--- src/rtl/lcd12864_bus_ctrl.sv ---
// ---------------------------------------------------------------------------
// lcd12864_bus_ctrl
//
// Write-only bus controller for an LCD12864 (ST7920-class) panel in 8-bit
// parallel mode. Upstream logic hands over one command/data byte at a time
// through a valid/ready handshake. The controller drives the byte onto the
// panel bus, waits a setup time, pulses lcd_en high, then waits for the panel
// to execute before taking the next byte. Clear (0x01) and home (0x02/0x03)
// commands get the longer CLR_CYC execution wait.
//
// Optional feature macro: LCD12864_CTRL_INIT_EN
//   When defined, a power-up delay of PWRUP_CYC cycles is followed by an
//   internal init sequence 0x30, 0x30, 0x0C, 0x01, 0x06 (rs=0). Upstream
//   requests are held off until init_done rises.
//   When undefined, the block is ready one cycle after reset and the
//   upstream sequencer must issue the panel init itself.
//
// Ports:
//   clk        in   system clock
//   rst        in   synchronous active-high reset
//   req_valid  in   upstream has a byte to write
//   req_rs     in   0 = command, 1 = data
//   req_data   in   [7:0] byte to write
//   req_ready  out  controller accepts a byte on this cycle
//   init_done  out  init complete, stays high until reset
//   lcd_rs     out  panel register select
//   lcd_rw     out  panel read/write, tied low (write only)
//   lcd_en     out  panel enable strobe, byte latched on its falling edge
//   lcd_dat    out  [7:0] panel data bus
// ---------------------------------------------------------------------------
module lcd12864_bus_ctrl #(
  parameter int SETUP_CYC   = 2,
  parameter int EN_HIGH_CYC = 4,
  parameter int EXEC_CYC    = 8,
  parameter int CLR_CYC     = 20,
  parameter int PWRUP_CYC   = 16
) (
  input  logic       clk,
  input  logic       rst,
  input  logic       req_valid,
  input  logic       req_rs,
  input  logic [7:0] req_data,
  output logic       req_ready,
  output logic       init_done,
  output logic       lcd_rs,
  output logic       lcd_rw,
  output logic       lcd_en,
  output logic [7:0] lcd_dat
);

  // One down-counter times every phase, so it must hold the longest load.
  localparam int MAX_A   = (CLR_CYC > PWRUP_CYC) ? CLR_CYC : PWRUP_CYC;
  localparam int MAX_B   = (SETUP_CYC > EN_HIGH_CYC) ? SETUP_CYC : EN_HIGH_CYC;
  localparam int MAX_C   = (MAX_A > MAX_B) ? MAX_A : MAX_B;
  localparam int MAX_CYC = (MAX_C > EXEC_CYC) ? MAX_C : EXEC_CYC;
  localparam int CNT_W   = $clog2(MAX_CYC + 1);

  typedef enum logic [2:0] {
    ST_PWRUP = 3'd0,
    ST_LOAD  = 3'd1,
    ST_SETUP = 3'd2,
    ST_EN_HI = 3'd3,
    ST_EXEC  = 3'd4,
    ST_IDLE  = 3'd5
  } state_t;

  state_t           r_state;
  logic [CNT_W-1:0] r_cnt;
  logic             r_req_ready;
  logic             r_init_done;
  logic             r_lcd_rs;
  logic             r_lcd_en;
  logic [7:0]       r_lcd_dat;

`ifdef LCD12864_CTRL_INIT_EN
  logic [2:0]       r_init_idx;

  // Fixed panel init commands, issued in index order.
  function automatic logic [7:0] init_byte(input logic [2:0] idx);
    case (idx)
      3'd0:    init_byte = 8'h30;  // function set, 8-bit, basic instructions
      3'd1:    init_byte = 8'h30;  // repeated function set
      3'd2:    init_byte = 8'h0C;  // display on, cursor off
      3'd3:    init_byte = 8'h01;  // clear display (long wait)
      3'd4:    init_byte = 8'h06;  // entry mode: increment
      default: init_byte = 8'h00;
    endcase
  endfunction
`endif

  // Counter load for the execution wait: clear/home commands need CLR_CYC.
  function automatic logic [CNT_W-1:0] exec_load(input logic rs, input logic [7:0] dat);
    if (!rs && (dat == 8'h01 || dat == 8'h02 || dat == 8'h03)) begin
      exec_load = CNT_W'(CLR_CYC - 1);
    end else begin
      exec_load = CNT_W'(EXEC_CYC - 1);
    end
  endfunction

  // Sequencer: handshake, phase timing and all registered outputs.
  always_ff @(posedge clk) begin
    if (rst) begin
      r_lcd_rs    <= 1'b0;
      r_lcd_en    <= 1'b0;
      r_lcd_dat   <= 8'h00;
      r_req_ready <= 1'b0;
      r_init_done <= 1'b0;
`ifdef LCD12864_CTRL_INIT_EN
      r_state     <= ST_PWRUP;
      r_cnt       <= CNT_W'(PWRUP_CYC - 1);
      r_init_idx  <= 3'd0;
`else
      r_state     <= ST_LOAD;
      r_cnt       <= '0;
`endif
    end else begin
      case (r_state)
`ifdef LCD12864_CTRL_INIT_EN
        ST_PWRUP: begin
          if (r_cnt == '0) begin
            r_state <= ST_LOAD;
          end else begin
            r_cnt <= r_cnt - CNT_W'(1);
          end
        end
        // LOAD plays the role of the accept edge for internal init bytes.
        ST_LOAD: begin
          r_lcd_rs   <= 1'b0;
          r_lcd_dat  <= init_byte(r_init_idx);
          r_init_idx <= r_init_idx + 3'd1;
          r_cnt      <= CNT_W'(SETUP_CYC - 1);
          r_state    <= ST_SETUP;
        end
`else
        // First cycle out of reset: nothing to initialise, open for business.
        ST_LOAD: begin
          r_req_ready <= 1'b1;
          r_init_done <= 1'b1;
          r_state     <= ST_IDLE;
        end
`endif
        ST_IDLE: begin
          if (req_valid && r_req_ready) begin
            r_lcd_rs    <= req_rs;
            r_lcd_dat   <= req_data;
            r_req_ready <= 1'b0;
            r_cnt       <= CNT_W'(SETUP_CYC - 1);
            r_state     <= ST_SETUP;
          end
        end
        ST_SETUP: begin
          if (r_cnt == '0) begin
            r_lcd_en <= 1'b1;
            r_cnt    <= CNT_W'(EN_HIGH_CYC - 1);
            r_state  <= ST_EN_HI;
          end else begin
            r_cnt <= r_cnt - CNT_W'(1);
          end
        end
        ST_EN_HI: begin
          if (r_cnt == '0) begin
            r_lcd_en <= 1'b0;
            r_cnt    <= exec_load(r_lcd_rs, r_lcd_dat);
            r_state  <= ST_EXEC;
          end else begin
            r_cnt <= r_cnt - CNT_W'(1);
          end
        end
        ST_EXEC: begin
          if (r_cnt == '0) begin
`ifdef LCD12864_CTRL_INIT_EN
            if (r_init_idx != 3'd5) begin
              r_state <= ST_LOAD;
            end else begin
              r_req_ready <= 1'b1;
              r_init_done <= 1'b1;
              r_state     <= ST_IDLE;
            end
`else
            r_req_ready <= 1'b1;
            r_state     <= ST_IDLE;
`endif
          end else begin
            r_cnt <= r_cnt - CNT_W'(1);
          end
        end
        // Illegal encoding: park the strobe and let the EXEC exit logic
        // decide where to resume on the next edge.
        default: begin
          r_lcd_en    <= 1'b0;
          r_req_ready <= 1'b0;
          r_cnt       <= '0;
          r_state     <= ST_EXEC;
        end
      endcase
    end
  end

  assign req_ready = r_req_ready;
  assign init_done = r_init_done;
  assign lcd_rs    = r_lcd_rs;
  assign lcd_rw    = 1'b0;
  assign lcd_en    = r_lcd_en;
  assign lcd_dat   = r_lcd_dat;

endmodule

--- config.mk ---
export PLATFORM = sky130hd
export DESIGN_NAME = lcd12864_bus_ctrl
export DESIGN_NICKNAME = d
export VERILOG_FILES = /design/src/rtl/lcd12864_bus_ctrl.sv
export SDC_FILE = /design/constraint.sdc
export NUM_CORES = 1
export LEC_CHECK = 0
export ABC_AREA = 1
export CAP_MARGIN = 20
export CORE_UTILIZATION = 35
export DETAILED_ROUTE_END_ITERATION = 16
export PLACE_DENSITY = 0.71
export SLEW_MARGIN = 10
export SYNTH_ARGS = -nofsm -noshare
export SYNTH_HDL_FRONTEND = slang
export SYNTH_SLANG_ARGS = --single-unit
export TNS_END_PERCENT = 5
--- constraint.sdc ---
create_clock -name clk -period 1.8 [get_ports clk]
set_input_delay 0.36 -clock clk [delete_from_list [all_inputs] [get_ports clk]]
set_output_delay 0.36 -clock clk [all_outputs]
set_load 0.05 [all_outputs]
==> reports/metrics.csv <==
metric,value,unit
Setup Skew,9.84,ps
hold_buf cts,0,
Post-CTS Setup Inserts,0,
Pins Over Slew Limit,0,
Die Ht,55.8,um
Via-to-Cell Ratio,4.71,
NetSw,898,uW
layout cell share with drive strength beyond 1,0.206,
CTS resizes,0,
Reg2Reg Launch Point,r_cnt[0],
Flop pwr share,0.311,
Mapped Avg Cell Area,6.95,um2
crit path max fanout,8,
number of synthesized register bits,20,
Max Cap Viol,0,
Hold Worst Slack,464,ps
GP Congestion,0.874,
gr usage total,0.142,
Layout Cells excl Fill,201,
Final Hold Viols,0,
worst hold path type,reg2reg,
Comb power frac,0.502,
core area,2760,um2
CTS tree,done,
Ant. Diodes,0,
1st-pass router iterations,6,
worst skew pair latency,310,ps
"Cell Area, Synth",1010,um2
Nets,184,
port bufs,23,
share of total power in the clock network,0.186,
DP HPWL,1570,um
largest net degree at the start of global routing,15,
critical path required time,2040,ps
CTS H-tree depth,1,
synthesis-to-finish area growth,26.9,%
Worst setup EP type,flip-flop,
Leak,0.000592,uW
crit path to,r_cnt[2],
clk sinks,20,
DRT iter0 DRCs,36,
RSZ-0062 raised after global routing,no,
Crit Path Category,reg2reg,
first-pass GRT wire length,3530,um
minimum clock period,1470,ps
WL/cell,10.2,um
die area,3120,um2
Mapped Nets,159,
placed cell count,197,
initial core utilization,0.368,
Via Count,946,
setup_tns,0,ps
Core Rows,19,
placed inst area,1230,um2
Root Buffer,clkbuf_4,
type of origin of the critical path,flip-flop,
GRT overflow,0,
I/O Pins,25,
"CTS clk-pin slew, worst paths",120,ps
distinct cell type count after synthesis,25,
Peak Freq,0.679,GHz
final instance area,1290,um2
Synth warnings,0,
Num CTS Buffers,3,
Peak supply drop,961,uV
cell count after synthesis,146,
post-route ant nets,0,
vias in the first global route,847,
Clock Path Buffers,2,
antenna violations before repair,0,
Tcrit/Tclk final,0.818,
Critical Path Start,r_cnt[0],
reg-to-reg endpoint,r_cnt[2],
post-synthesis sequential area ratio,0.395,
R2R setup slack,330,ps
switching part of the total power,0.449,
Pwr Density,1550,nW/um2
Post-route DRC,0,
DRT Wirelength,2060,um
cell count of the worst reg-to-reg path,9,
CP Data Arrival Time,1720,ps
result of the run,"finished, final reports clean",
internal power,1100,uW
Final setup viols,0,
Die Wd,55.8,um
power by group through the flow:
| stage | clock [uW] | sequential [uW] | combinational, uW |
|---|---|---|---|
| floorplan | 0 | 773 | 650 |
| global placement | 0 | 630 | 998 |
| detailed placement | 0 | 632 | 1010 |
| CTS | 382 | 623 | 1010 |
| global route | 405 | 635 | 1130 |
| finish | 372 | 622 | 1000 |
how the worst min path moves through the flow:
stage	start	to	slack (ps)	depth (start not counted)
global placement	init_done	init_done	440	2
floorplan	r_cnt[4]	r_cnt[4]	450	2
detailed placement	init_done	init_done	450	2
finish	init_done	init_done	460	2
global route	init_done	init_done	500	2
CTS	init_done	init_done	470	2
routing by layer:
metal	share of wire	vias up	GRT usage
met2	0.47	28	0.248
li1	-	508	-
met1	0.46	408	0.173
met3	0.066	2	0.0535
met5	0	-	0
met4	0.0019	0	0.0105
Yosys cell counts:
| library cell | instances | area share |
|---|---|---|
| nor2_1 | 20 | 0.074 |
| clkbuf_1 | 2 | 0.0074 |
| o211ai_1 | 1 | 0.0074 |
| o21ai_4 | 1 | 0.016 |
| dfxtp_1 | 20 | 0.39 |
| o21ai_0 | 13 | 0.064 |
| nand2_1 | 33 | 0.12 |
| buf_6 | 1 | 0.011 |
| nand2_2 | 2 | 0.012 |
| buf_4 | 1 | 0.0074 |
| nor2_4 | 2 | 0.022 |
| nor2_2 | 2 | 0.012 |
| conb_1 | 1 | 0.0037 |
| nand3_2 | 1 | 0.0099 |
| nor3_1 | 1 | 0.0049 |
| a21oi_1 | 12 | 0.059 |
| inv_1 | 13 | 0.048 |
| o21ai_2 | 2 | 0.017 |
| o21ai_1 | 1 | 0.0049 |
| ha_1 | 1 | 0.012 |
| nand3b_2 | 1 | 0.011 |
| inv_2 | 6 | 0.022 |
| a21oi_2 | 1 | 0.0086 |
| nand3_1 | 6 | 0.030 |
| xor2_1 | 2 | 0.017 |
area by class of cell:
class                      count  area (um2)
fill                         274        1470
sequential                    20         400
timing repair buffer          24         208
tap                           31        38.8
multi-input combinational    103         517
inverter                      19        71.3
clock inverter                 1        30.0
clock buffer                   3        22.5
placed cells by master, fill, tap and decap left out, types with 3 or more instances in the layout:
cell type        Yosys  final
a21oi_1             12     12
buf_4                1     13
clkbuf_4             0      3
clkdlybuf4s50_1      0     11
dfxtp_1             20     20
inv_1               13     13
inv_2                6      6
nand2_1             33     33
nand3_1              6      6
nor2_1              20     20
o21ai_0             13     13
kinds of logic (layout without fill, tap and decap cells):
logic type	count (synthesis)	after routing	synth area share
buffers and inverters	23	47	0.0962
other	1	1	0.00370
AO/OA/AOI/OAI	31	31	0.178
AND/OR/NAND/NOR	68	68	0.298
flip-flops	20	20	0.395
XOR/XNOR	2	2	0.0173
adder cells (fa/ha/maj)	1	1	0.0123
through the flow:
step | utilization | worst slack (ps) | power [uW]
after floorplan | - | 307 | 1420
after global placement | 0.448 | 199 | 1630
after detailed placement | 0.448 | 159 | 1640
after CTS | 0.467 | 311 | 2020
after global routing | 0.467 | 150 | 2170
final | 0.467 | 328 | 2000
worst max-delay path, cell delays in order (launching register included):
cell and delay [ps]:
dfxtp_1 370, inv_1 70, ha_1 240, nand3b_2 220, nand2_2 130, nand2_1 110
nand2_1 50, nand2_1 60, nand2_1 40, a21oi_1 110
sequential cells by signal, indices dropped and copies added (netlist names):
register	cells
r_state	3
req_ready	1
lcd_dat	8
init_done	1
r_cnt	5
lcd_en	1
lcd_rs	1
(Power assumes the default switching activity.)
